[src/rtl/ppg_acc_pkg.sv]
// -----------------------------------------------------------------------------
// ppg_acc_pkg
// Shared constants for the Booth partial-product tap accumulator.
//   PP0_W / PPN_W : widths of partial product 0 and partial products 1..3.
//   PP_BIAS       : sign-extension bias each uncorrected PPG product carries.
//   corr_const()  : correction that removes the bias of a whole window,
//                   i.e. -(taps * PP_BIAS) reduced mod 2^acc_w.
// -----------------------------------------------------------------------------
package ppg_acc_pkg;

    localparam int PP0_W = 11;
    localparam int PPN_W = 9;

    localparam int unsigned PP_BIAS = 32'd22528;

    function automatic logic [31:0] corr_const(input int unsigned taps,
                                               input int unsigned acc_w);
        logic [31:0] mask;
        mask = (acc_w >= 32) ? 32'hFFFF_FFFF : ((32'd1 << acc_w) - 32'd1);
        return (32'd0 - taps * PP_BIAS) & mask;
    endfunction

endpackage

[src/rtl/ppg_reduce.sv]
// -----------------------------------------------------------------------------
// ppg_reduce
// Combinational weighted sum of one Booth PPG output set into a single biased
// product (the bias is removed later, once per window).
//   pp0_i       [PP0_W] : partial product 0, weight 1
//   pp1_i..pp3_i[PPN_W] : partial products 1..3, weights 4, 16, 64
//   neg0_i..neg3_i      : two's-complement completion bits, same weights
//   sum_o       [ACC_W] : zero-extended weighted sum
// -----------------------------------------------------------------------------
module ppg_reduce
    import ppg_acc_pkg::*;
#(
    parameter int ACC_W = 19
) (
    input  logic [PP0_W-1:0] pp0_i,
    input  logic [PPN_W-1:0] pp1_i,
    input  logic [PPN_W-1:0] pp2_i,
    input  logic [PPN_W-1:0] pp3_i,
    input  logic             neg0_i,
    input  logic             neg1_i,
    input  logic             neg2_i,
    input  logic             neg3_i,
    output logic [ACC_W-1:0] sum_o
);

    always_comb begin
        sum_o = ACC_W'(pp0_i)
              + (ACC_W'(pp1_i) << 2)
              + (ACC_W'(pp2_i) << 4)
              + (ACC_W'(pp3_i) << 6)
              + ACC_W'(neg0_i)
              + (ACC_W'(neg1_i) << 2)
              + (ACC_W'(neg2_i) << 4)
              + (ACC_W'(neg3_i) << 6);
    end

endmodule

[src/rtl/ppg_tap_accumulator.sv]
// -----------------------------------------------------------------------------
// ppg_tap_accumulator
// Accepts one Booth PPG output set per beat, accumulates KERNEL_TAPS biased
// products and emits one bias-corrected signed dot product per window.
//   clk, reset        : rising-edge clock, synchronous active-low reset
//   clear             : abort the current window (pending result is kept)
//   in_valid/in_ready : PPG set handshake
//   pp0..pp3, neg0..3 : Booth partial products and negate bits
//   out_valid/out_ready/out_data : result handshake, ACC_W-bit wrapping sum
//   tap_idx           : index of the next tap to be accepted
// Two stages: stage 1 registers the reduced product and a last-tap flag,
// stage 2 accumulates and, on the last tap, writes the corrected result.
// -----------------------------------------------------------------------------
module ppg_tap_accumulator
    import ppg_acc_pkg::*;
#(
    parameter int KERNEL_TAPS = 9,
    parameter int ACC_W       = 19
) (
    input  logic             clk,
    input  logic             reset,
    input  logic             clear,
    input  logic             in_valid,
    output logic             in_ready,
    input  logic [PP0_W-1:0] pp0,
    input  logic [PPN_W-1:0] pp1,
    input  logic [PPN_W-1:0] pp2,
    input  logic [PPN_W-1:0] pp3,
    input  logic             neg0,
    input  logic             neg1,
    input  logic             neg2,
    input  logic             neg3,
    output logic             out_valid,
    input  logic             out_ready,
    output logic [ACC_W-1:0] out_data,
    output logic [3:0]       tap_idx
);

    localparam logic [ACC_W-1:0] CORR     = ACC_W'(corr_const(KERNEL_TAPS, ACC_W));
    localparam logic [3:0]       LAST_TAP = 4'(KERNEL_TAPS - 1);

    logic [ACC_W-1:0] raw_prod;
    logic [ACC_W-1:0] window_sum;
    logic             adv;

    logic [ACC_W-1:0] prod_q,      prod_d;
    logic             last_q,      last_d;
    logic             s1_valid_q,  s1_valid_d;
    logic [ACC_W-1:0] acc_q,       acc_d;
    logic [3:0]       tap_q,       tap_d;
    logic [ACC_W-1:0] out_data_q,  out_data_d;
    logic             out_valid_q, out_valid_d;

    ppg_reduce #(.ACC_W(ACC_W)) u_reduce (
        .pp0_i  (pp0),
        .pp1_i  (pp1),
        .pp2_i  (pp2),
        .pp3_i  (pp3),
        .neg0_i (neg0),
        .neg1_i (neg1),
        .neg2_i (neg2),
        .neg3_i (neg3),
        .sum_o  (raw_prod)
    );

    // The whole pipeline moves only when the output slot is free or draining.
    assign adv        = !out_valid_q || out_ready;
    assign window_sum = acc_q + prod_q;

    always_comb begin
        // NOTE: every next-state value defaults to hold, so no path leaves a
        // variable unassigned and no latch is inferred.
        prod_d      = prod_q;
        last_d      = last_q;
        s1_valid_d  = s1_valid_q;
        acc_d       = acc_q;
        tap_d       = tap_q;
        out_data_d  = out_data_q;
        out_valid_d = out_valid_q;

        if (adv) begin
            // adv with out_valid set means out_ready is high: result consumed.
            if (out_valid_q) begin
                out_valid_d = 1'b0;
            end

            if (clear) begin
                // Drop the in-flight product and the beat offered this cycle.
                acc_d      = '0;
                tap_d      = '0;
                s1_valid_d = 1'b0;
            end else begin
                s1_valid_d = in_valid;
                if (in_valid) begin
                    prod_d = raw_prod;
                    last_d = (tap_q == LAST_TAP);
                    tap_d  = (tap_q == LAST_TAP) ? 4'd0 : tap_q + 4'd1;
                end

                if (s1_valid_q) begin
                    if (last_q) begin
                        // Bias of all taps is removed once, here.
                        out_data_d  = window_sum + CORR;
                        out_valid_d = 1'b1;
                        acc_d       = '0;
                    end else begin
                        acc_d = window_sum;
                    end
                end
            end
        end
    end

    always_ff @(posedge clk) begin
        // NOTE: state registers use non-blocking assignments so every flop
        // samples the pre-edge values regardless of statement order.
        if (!reset) begin
            prod_q      <= '0;
            last_q      <= 1'b0;
            s1_valid_q  <= 1'b0;
            acc_q       <= '0;
            tap_q       <= '0;
            out_data_q  <= '0;
            out_valid_q <= 1'b0;
        end else begin
            prod_q      <= prod_d;
            last_q      <= last_d;
            s1_valid_q  <= s1_valid_d;
            acc_q       <= acc_d;
            tap_q       <= tap_d;
            out_data_q  <= out_data_d;
            out_valid_q <= out_valid_d;
        end
    end

    assign in_ready  = adv;
    assign out_valid = out_valid_q;
    assign out_data  = out_data_q;
    assign tap_idx   = tap_q;

endmodule

[config.mk]
export PLATFORM = sky130hd
export DESIGN_NAME = ppg_tap_accumulator
export DESIGN_NICKNAME = d
export VERILOG_FILES = /design/src/rtl/ppg_acc_pkg.sv /design/src/rtl/ppg_reduce.sv /design/src/rtl/ppg_tap_accumulator.sv
export SDC_FILE = /design/constraint.sdc
export NUM_CORES = 1
export LEC_CHECK = 0
export CAP_MARGIN = 10
export CORE_AREA = 2 2 125 127
export DETAILED_ROUTE_END_ITERATION = 10
export DIE_AREA = 0 0 127 129
export GPL_TIMING_DRIVEN = 0
export PLACE_DENSITY = 0.54
export SKIP_CTS_REPAIR_TIMING = 1
export SLEW_MARGIN = 0
export SYNTH_ARGS = -nofsm -noshare
export SYNTH_HDL_FRONTEND = slang
export SYNTH_SLANG_ARGS = --single-unit
[constraint.sdc]
create_clock -name clk -period 5.5 [get_ports clk]
set_input_delay 1.1 -clock clk [delete_from_list [all_inputs] [get_ports clk]]
set_output_delay 1.1 -clock clk [all_outputs]
set_load 0.01 [all_outputs]
Word-level counts from Yosys, hierarchy flattened
Cells that the tools add are included.
{"block": "word_totals", "register_bits": 64, "in_bits": 47}
{"block": "op_classes", "addsub": 10, "eq_ne": 1, "muxes": 10, "n_bitwise": 1, "n_reduce_logical": 8}
{"operator": "2-to-1 mux 19 bit", "n": 3}
{"operator": "adder 19 x 1 -> 19 bit", "n": 1}
{"operator": "adder 19 x 13 -> 19 bit", "n": 1}
{"operator": "adder 19 x 15 -> 19 bit", "n": 1}
{"operator": "adder 19 bit", "n": 1}
{"operator": "adder 19 bit (second input constant)", "n": 1}
{"operator": "adder 19 x 3 -> 19 bit", "n": 1}
{"operator": "adder 19 x 5 -> 19 bit", "n": 1}
{"operator": "adder 19 x 7 -> 19 bit", "n": 1}
{"operator": "adder 11 x 11 -> 12 bit", "n": 1}
{"operator": "2-to-1 mux 4 bit", "n": 3}
{"operator": "adder 4 x 1 -> 4 bit (second input constant)", "n": 1}
{"operator": "== test 4 bit (second input constant)", "n": 1}
{"operator": "2-to-1 mux 1 bit", "n": 4}
{"operator": "AND reduction 2 bit", "n": 2}
{"operator": "AND reduction 4 bit", "n": 1}
{"operator": "nonzero test 2 bit", "n": 2}
{"operator": "AND reduction 3 bit", "n": 1}
{"operator": "zero test 1 bit", "n": 1}
{"operator": "logical OR 1 bit", "n": 1}
{"operator": "NOT 1 bit", "n": 1}

Logic depth before layout (Yosys ltp)
Gate-level depths: netlist of the first run.
{"block": "logic_depth", "word_depth": 7, "ltp_mapped": 19}

Hierarchy
From an unflattened synthesis of the first run, not the netlist that was laid out.
{"block": "unflattened", "hier_cells": 556, "area_unflattened_um2": 4600.7}
{"mod": "ppg_tap_accumulator", "instances": 1, "cells_each": 410, "area_each_um2": 3357.0, "seq_area_each_um2": 1281.2}
{"mod": "ppg_reduce", "instances": 1, "cells_each": 146, "area_each_um2": 1243.7, "seq_area_each_um2": 0.0}

Worst setup path after synthesis of the first run
OpenSTA, ideal clock, no wires.
{"block": "synth_timing", "path_type": "input-to-reg", "start": "in pp0[2]", "end": "reg prod_q[13]", "setup_ns": 0.070, "t_arrival_ns": 4.811, "t_required_ns": 5.430, "setup_slack_ns": 0.619, "stages": 18, "n_path_buf": 0, "path_cell_list": "ha_1 > fa_1 > a21oi_1 > nor2_1 > nor2_1 > xnor2_1 > fa_1 > fa_1 > inv_1 > ha_1 > a31oi_1 > nor2b_1 > o21a_1 > o31a_1 > o41ai_1 > nand2b_1 > nand3_1 > a21oi_1"}
{"block": "synth_via", "elab_chain_len": 7}
{"item": "from (decl)", "line_no": "ppg_tap_accumulator.sv:25", "text": "input logic [PP0_W-1:0] pp0,"}
{"item": "adder 11 x 11 -> 12 bit", "line_no": "ppg_reduce.sv:28", "text": "+ (ACC_W'(pp1_i) << 2)"}
{"item": "adder 19 x 13 -> 19 bit", "line_no": "ppg_reduce.sv:29", "text": "+ (ACC_W'(pp2_i) << 4)"}
{"item": "adder 19 x 15 -> 19 bit", "line_no": "ppg_reduce.sv:30", "text": "+ (ACC_W'(pp3_i) << 6)"}
{"item": "adder 19 x 1 -> 19 bit", "line_no": "ppg_reduce.sv:31", "text": "+ ACC_W'(neg0_i)"}
{"item": "adder 19 x 3 -> 19 bit", "line_no": "ppg_reduce.sv:32", "text": "+ (ACC_W'(neg1_i) << 2)"}
{"item": "adder 19 x 5 -> 19 bit", "line_no": "ppg_reduce.sv:33", "text": "+ (ACC_W'(neg2_i) << 4)"}
{"item": "adder 19 x 7 -> 19 bit", "line_no": "ppg_reduce.sv:34", "text": "+ (ACC_W'(neg3_i) << 6);"}
{"item": "to (signal assigned)", "line_no": "ppg_tap_accumulator.sv:126", "text": "prod_q <= prod_d;"}
{"item": "to (decl)", "line_no": "ppg_tap_accumulator.sv:46", "text": "logic [ACC_W-1:0] prod_q, prod_d;"}
No other way between the ends.
A chain may end at the register's enable or synchronous reset.

Worst setup path after layout of the first run
Same ends and word-level chain as after synthesis.

==> results of run 1 <==
state kept, by name, summed over array words and instances, names as in the netlist:
register,count
out_valid,1
last_q,1
acc_q,19
s1_valid_q,1
tap_idx,4
prod_q,16
out_data,19
through the flow:
stage | total power, W | hold slack, ns
6_report | 0.001574 | 0.4556
5_1_grt | 0.001684 | 0.4768
4_1_cts | 0.001569 | 0.4564
3_5_place_dp | 0.0009773 | 0.4494
3_3_place_gp | 0.0009690 | 0.4416
2_1_floorplan | 0.0008526 | 0.4362
worst min-delay path by stage:
stage	from	endpoint	cells after the start
floorplan	prod_q[10]	prod_q[10]	2
global placement	out_data[14]	out_data[14]	2
detailed placement	out_data[10]	out_data[10]	2
CTS	out_data[10]	out_data[10]	2
global route	out_data[9]	out_data[9]	2
finish	out_data[10]	out_data[10]	2
power by group:
part	internal [W]	leakage, nW	switching (W)
Sequential	0.000463	0.494	0.0000135
Combinational	0.000246	1.63	0.000272
Clock	0.000385	0.158	0.000195
Total	0.00109	2.29	0.000481
routing by layer:
layer	wire length [µm]	share of wire, %	vias up	GRT usage (%)
li1	-	-	1956	-
met1	5126	48	1694	17.09
met2	4656	44	97	22.23
met3	638	6.0	17	3.119
met4	246	2.3	0	6.852
met5	0	0	-	0
logic make-up after synthesis:
family,after synthesis,synth area share (%)
flip-flops,61,28.76
AND/OR/NAND/NOR,157,17.03
multiplexers,2,0.5009
AO/OA/AOI/OAI,147,22.95
XOR/XNOR,31,6.394
buffers and inverters,42,3.742
adder cells (fa/ha/maj),64,20.62
cell usage in the layout (no fill, tap or decap), types with 4 or more instances in the layout:
cell / instances
clkdlybuf4s50_1: 70
nand2_1: 61
dfxtp_1: 61
a21oi_1: 56
ha_1: 53
nor2_1: 44
xnor2_1: 25
inv_1: 24
a22oi_1: 17
clkbuf_1: 13
a21o_1: 12
o21ai_0: 11
nand3_1: 11
fa_1: 10
nor3_1: 9
clkbuf_16: 9
o21bai_1: 7
o211ai_1: 6
xor2_1: 6
a211oi_1: 5
nand2b_1: 5
a31oi_1: 4
o21ai_1: 4
nor2b_1: 4
and3_1: 4
o21a_1: 4
cell type report:
| cell class | count | area share, % |
|---|---|---|
| Buffer | 17 | 1.176 |
| Tap cell | 188 | 4.252 |
| Sequential cell | 61 | 22.08 |
| Clock inverter | 4 | 0.8143 |
| Inverter | 25 | 1.696 |
| Clock buffer | 12 | 4.818 |
| Timing Repair Buffer | 70 | 12.67 |
| Multi-Input combinational cell | 401 | 52.50 |
worst register-to-register path, stage by stage (launching register included):
cell and delay, ns:
dfxtp_1 0.32, ha_1 0.25, fa_1 0.45, a211oi_2 0.30, o21ai_1 0.16, o2111a_1 0.29, or2_2 0.33, xor2_1 0.35
ha_1 0.25, nor2_1 0.07, nand2_1 0.12, a21oi_1 0.07, a311o_1 0.27
==> out/results.txt, run 1 <==
Lkg Pwr = 2.287 nW
worst vdd ir = 151.3 µV
Setup TNS Final = 0 ns
number of buffers added on ports = 70
TritonCTS clock tree = yes
RSZ-0062 raised after global routing = no
Least-Margin Pin Slew = 1.059 ns
routed wire length = 10,670 µm
CP Launch Point = pp0[2]
DRT antenna net count = 0
GRT Total Usage = 13.66%
status = completed
setup ws final = 0.3544 ns
core box area = 0.01498 mm²
initial DRC count = 162
Finished Layout Cells = 778
Synth Net Count = 615
worst hold path class = reg2reg
first-pass GRT wire length = 17,750 µm
Final setup viols = 0
Slew Viols, Final = 0
clock tree buffer depth = 2
Crit Path Class = in2reg
Worst Reg-to-Reg Cells = 12
WL/cell = 13.71 µm
die area = 0.01638 mm²
layout filler cell count = 1,570
worst r2r src = prod_q[0]
worst path arrival time = 5.40 ns
post-synth top area share = 28.76%
Worst Skew = 0.005287 ns
# nets final = 696
H-tree levels = 3
Post-DP Area = 0.005182 mm²
Crit Path Max Fanout = 4
Die Y-Extent = 129 µm
vias in the first global route = 3,833
CP Data Required Time = 5.75 ns
cts bufs inserted = 9
CP max-delay cell = fa_1
initial antenna violation count = 0
PwrDens = 284.6 mW/mm²
Crit path largest cell delay = 0.52 ns
Final Util = 36.93%
Clock Sinks = 61
Max Freq = 0.1943 GHz
EDFF count, synth = 0
area of the multi-input gates = 0.002904 mm²
drt first pass iters = 4
Clock Pin Slew Worst Setup and Hold Paths = 0.05 ns
share of cells above drive strength 1 = 5.763%
final period utilization = 93.56%
most area-consuming cells after synthesis = dfxtp_1, ha_1, a21oi_1, nand2_1, xnor2_1
Setup WS pre-CTS = -0.1953 ns
Post-route DRC = 0
WP buf/inv = 2
Critical R2R Capture = out_data[17]
Mean Syn Cell Area = 8.426 µm²
final instance area = 0.005532 mm²
Clk Latency, worst-skew pair = 0.33 ns
r2r setup slk = 2.15 ns
Top FF cell, synth = dfxtp_1
FP Rows = 45
Stages on worst setup path = 19
Initial Util = 28.35%
Synth area leader = dfxtp_1
grt total ovfl = 0
slew margin rel. = 28.88%
largest net degree at the start of global routing = 11
placed insts = 762
CP endpoint kind = register
I/O pins = 72
Yosys cell types = 55
CP delay by family, top = adder cells
MaxCap Viol Count = 0
crit path to = prod_q[13]
Syn Inst Count = 504
most frequent cell on the critical path = fa_1
final hold violation count = 0
vias per cell = 4.838
die width = 127 µm
fin crit period = 5.146 ns
antenna cell count = 0
Final GP Congestion = 0.8431
Ys Warns = 0
#FFs+latches synth = 61
Synth-to-Final Area Change = 30.26%
crit-path cells = clkdlybuf4s50_1 > ha_1 > fa_1 > a21oi_1 > nor2_1 > nor2_2 > xnor2_1 > fa_1 > fa_1 > inv_1 > ha_4 > a31oi_4 > nor2b_1 > o21a_1 > o31a_1 > o41ai_2 > nand2b_1 > nand3_1 > a21oi_1
routed vias = 3,764
async set-reset flop share out of synthesis = 0%
clock root cell = clkbuf_16
Post-synth top cells = dfxtp_1, nand2_1, a21oi_1
Reg area = 0.001221 mm²
Seq/Total Area, Yosys = 28.76%
crit path launch type = primary input
synthesized area = 0.004247 mm²
dpl hpwl = 8504 µm
Power figures use the tool's default switching activity.
==> run 2, diff against run 1 <==
- DONT_BUFFER_PORTS: not set -> 1
- PLACE_DENSITY: 0.54 -> 0.48
- clock period: 5.5 -> 6.5 ns (I/O delays scaled with it)
==> run 2 against run 1 <==
Effect of this change: combinational power fell by 26%; sequential power fell by 15%; critical path type unchanged; wire length fell by 5.7%; worst setup slack improved by 1.1 ns; largest power group unchanged; count of clock-buffer cells in the layout fell by 3; critical path depth fell by 1; global-route usage fell by 1.2 points; total power fell by 23%.
==> out/results.txt, run 2 (synthesized netlist as in run 1, its figures left out) <==
Die Y-Extent = 129 µm
initial antenna violation count = 0
H-tree levels = 3
Finished Layout Cells = 708
Crit Path Max Fanout = 4
Final setup viols = 0
worst hold path class = reg2reg
WP buf/inv = 1
Clock Pin Slew Worst Setup and Hold Paths = 0.05 ns
grt total ovfl = 0
die width = 127 µm
Slew Viols, Final = 0
WL/cell = 14.20 µm
placed insts = 692
status = completed
crit-path cells = ha_1 > fa_1 > a21oi_1 > nor2_1 > nor2_1 > xnor2_1 > fa_1 > fa_1 > inv_1 > ha_1 > a31oi_1 > nor2b_1 > o21a_1 > o31a_1 > o41ai_1 > nand2b_1 > nand3_1 > a21oi_1
Clk Latency, worst-skew pair = 0.32 ns
Post-route DRC = 0
PwrDens = 254.9 mW/mm²
Synth-to-Final Area Change = 11.84%
CP endpoint kind = register
final hold violation count = 0
clock root cell = clkbuf_16
CP Data Required Time = 6.75 ns
initial DRC count = 142
CP max-delay cell = fa_1
Least-Margin Pin Slew = 1.017 ns
share of cells above drive strength 1 = 5.769%
drt first pass iters = 4
number of buffers added on ports = 0
GRT Total Usage = 12.49%
Max Freq = 0.1966 GHz
FP Rows = 45
most frequent cell on the critical path = fa_1
fin crit period = 5.086 ns
Clock Sinks = 61
clock tree buffer depth = 2
dpl hpwl = 8123 µm
CP delay by family, top = adder cells
Worst Skew = 0.005806 ns
Setup TNS Final = 0 ns
DRT antenna net count = 0
Initial Util = 28.35%
first-pass GRT wire length = 16,470 µm
routed wire length = 10,060 µm
slew margin rel. = 31.71%
TritonCTS clock tree = yes
vias in the first global route = 3,505
routed vias = 3,474
Final GP Congestion = 0.8568
worst path arrival time = 5.34 ns
core box area = 0.01498 mm²
final period utilization = 78.24%
crit path launch type = primary input
Crit Path Class = in2reg
largest net degree at the start of global routing = 12
Crit path largest cell delay = 0.51 ns
antenna cell count = 0
worst vdd ir = 120.3 µV
most frequent cells in the layout = nand2_1, dfxtp_1, a21oi_1
# nets final = 626
cts bufs inserted = 9
RSZ-0062 raised after global routing = no
die area = 0.01638 mm²
vias per cell = 4.907
Lkg Pwr = 1.987 nW
I/O pins = 72
MaxCap Viol Count = 0
-- run 2: path summary, 6_finish.rpt --
path | startpoint | end | slack (ns) | cells after the start
max reg2reg | prod_q[0] | out_data[15] | 3.12 | 12
max | pp0[2] | prod_q[13] | 1.41 | 18
min reg2reg | prod_q[13] | prod_q[13] | 0.47 | 2
min | prod_q[13] | prod_q[13] | 0.47 | 2
-- run 2: power by group --
| group | internal, W | leakage (nW) | switching [W] |
|---|---|---|---|
| Sequential | 0.000391 | 0.494 | 0.0000136 |
| Clock | 0.000254 | 0.127 | 0.000167 |
| Combinational | 0.000172 | 1.37 | 0.000212 |
-- run 2: metrics by stage --
stage	area (µm²)	utilization, %	power (W)	hold WS [ns]	worst slack, ns
detailed placement	4482	29.92	0.0007964	0.4640	1.054
CTS	4750	31.71	0.001230	0.4720	1.391
floorplan	4247	-	0.0007215	0.4362	1.419
global placement	4482	29.92	0.0007956	0.4586	1.112
global route	4750	31.71	0.001296	0.5001	1.151
finish	4750	31.71	0.001211	0.4687	1.414
-- run 2: per-layer routing --
metal / global-route usage, % / share of wire [%] / up-vias
li1: - / - / 1822
met1: 16.97 / 49 / 1536
met2: 20.18 / 44 / 111
met3: 2.578 / 5.8 / 5
met4: 3.555 / 1.0 / 0
met5: 0 / 0 / -
-- run 2: layout make-up --
cell class | instances | area (µm²)
clock inverter | 7 | 42.54
tap | 188 | 235.2
inverter | 25 | 93.84
clock buffer | 9 | 225.2
multi-input combinational | 401 | 2867
buffer | 17 | 65.06
sequential | 61 | 1221
fill | 1595 | 10230
-- run 2: worst reg2reg max path, cell delays in order (launching register included) --
cell and delay (ns):
dfxtp_1 0.33, ha_1 0.25, fa_1 0.45, a211oi_2 0.30, o21ai_1 0.16, o2111a_1 0.30, or2_2 0.33, xor2_1 0.35
ha_1 0.24, nor2_1 0.08, nand2_1 0.13, xor2_1 0.21, a211oi_1 0.10
==> run 3, diff against run 2 <==
- PLACE_DENSITY: 0.48 -> 0.49
- clock period: 6.5 -> 4.3 ns (I/O delays scaled with it)
==> run 3 against run 2 <==
Effect of this change: count of clock-buffer cells in the layout grew 3; register-to-register slack lost 2.1 ns; the run now ends with setup timing left; wire length grew 5.4%; sequential cell count is the same; final cell count grew 0.99%.
==> out/results.txt, run 3 (synthesized netlist as in run 1, its figures left out) <==
WL/cell = 14.82 µm
status = finished, violations left
Clock Pin Slew Worst Setup and Hold Paths = 0.05 ns
Max Freq = 0.2309 GHz
H-tree levels = 3
failing checks = setup timing
first-pass GRT wire length = 17,080 µm
Die Y-Extent = 129 µm
crit-path cells = ha_4 > fa_2 > a21oi_2 > nor2_1 > nor2_1 > xnor2_1 > fa_1 > fa_1 > inv_2 > ha_4 > a31oi_4 > nor2b_1 > o21a_1 > o31a_1 > o41ai_2 > nand2b_4 > nand3_2 > a21oi_2
PwrDens = 421.3 mW/mm²
worst hold path class = reg2reg
drt first pass iters = 4
I/O pins = 72
Worst Skew = 0.006711 ns
DRT antenna net count = 0
Clk Latency, worst-skew pair = 0.33 ns
fin crit period = 4.331 ns
share of cells above drive strength 1 = 10.25%
TritonCTS clock tree = yes
CP Data Required Time = 4.55 ns
grt total ovfl = 0
slew margin rel. = 14.97%
most frequent cells in the layout = nand2_1, dfxtp_1, a21oi_1, ha_1, nor2_1
Least-Margin Pin Slew = 1.266 ns
Final Total Pwr = 0.002099 W
GRT Total Usage = 13.17%
RSZ-0062 raised after global routing = yes
routing usage on met1 = 17.90%
Clock Sinks = 61
MaxCap Viol Count = 0
die width = 127 µm
placed insts = 692
Synth-to-Final Area Change = 17.30%
met3 GRT Util = 2.869%
Final setup viols = 1
number of buffers added on ports = 0
CP max-delay cell = fa_1
worst vdd ir = 176.4 µV
# nets final = 633
cts bufs inserted = 9
crit path launch type = primary input
setup ws final = -0.03077 ns
clock root cell = clkbuf_16
worst path arrival time = 4.58 ns
gr busiest metal = met2
Post-route DRC = 0
Crit Path Max Fanout = 3
dpl hpwl = 8245 µm
vias in the first global route = 3,554
Initial Util = 28.35%
routed wire length = 10,600 µm
Crit Path Class = in2reg
vias per cell = 5.004
antenna cell count = 0
Crit path largest cell delay = 0.50 ns
initial antenna violation count = 0
Final GP Congestion = 0.9065
final hold violation count = 0
largest net degree at the start of global routing = 11
final hold slack = 0.4591 ns
Slew Viols, Final = 0
routing usage on met2 = 20.46%
initial DRC count = 190
final period utilization = 100.7%
CP endpoint kind = register
FP Rows = 45
Finished Layout Cells = 715
routed vias = 3,578
core box area = 0.01498 mm²
Lkg Pwr = 2.078 nW
die area = 0.01638 mm²
clock tree buffer depth = 2
[run 3: final timing paths]
path	from	end	slack, ns	depth (start not counted)
min reg2reg	prod_q[0]	prod_q[0]	0.46	2
max reg2reg	prod_q[0]	out_data[17]	1.05	12
max	pp0[2]	prod_q[13]	-0.03	18
min	prod_q[0]	prod_q[0]	0.46	2
[run 3: worst max-delay path: cells and delay by family]
kind / cells / cell delay, ns
AND/OR/NAND/NOR: 5 / 0.53
XOR/XNOR: 1 / 0.16
AO/OA/AOI/OAI: 6 / 1.29
buffers and inverters: 1 / 0.05
adder cells (fa/ha/maj): 5 / 1.68
[run 3: power breakdown]
group | switching, W | internal (W)
registers | 0.0000187 | 0.000592
logic | 0.000364 | 0.000336
clock network | 0.000252 | 0.000537
total | 0.000634 | 0.00146
[run 3: routing by layer]
layer  wire (µm)  share of wire, %
met5           0                 0
met4         161               1.5
met1        5195                49
met2        4523                43
met3         716               6.8
[run 3: stage by stage]
stage / setup WS (ns) / cell area [µm²] / utilization [%] / setup TNS, ns
CTS: -0.01704 / 4875 / 32.55 / -0.01704
global route: -0.2636 / 4981 / 33.26 / -0.7319
global placement: -0.3012 / 4548 / 30.37 / -1.148
detailed placement: -0.3508 / 4548 / 30.37 / -1.357
floorplan: -0.08546 / 4313 / - / -0.1231
finish: -0.03077 / 4981 / 33.26 / -0.03077
[run 3: layout make-up]
| type | instances | area (µm²) |
|---|---|---|
| fillers | 1565 | 9996 |
| multi-input cells | 401 | 2987 |
| flip-flops and latches | 61 | 1221 |
| clock buffers | 12 | 256.5 |
| well taps | 188 | 235.2 |
| inverters | 25 | 93.84 |
| clock inverters | 4 | 70.07 |
| plain buffers | 17 | 65.06 |
| repair buffers | 7 | 52.55 |
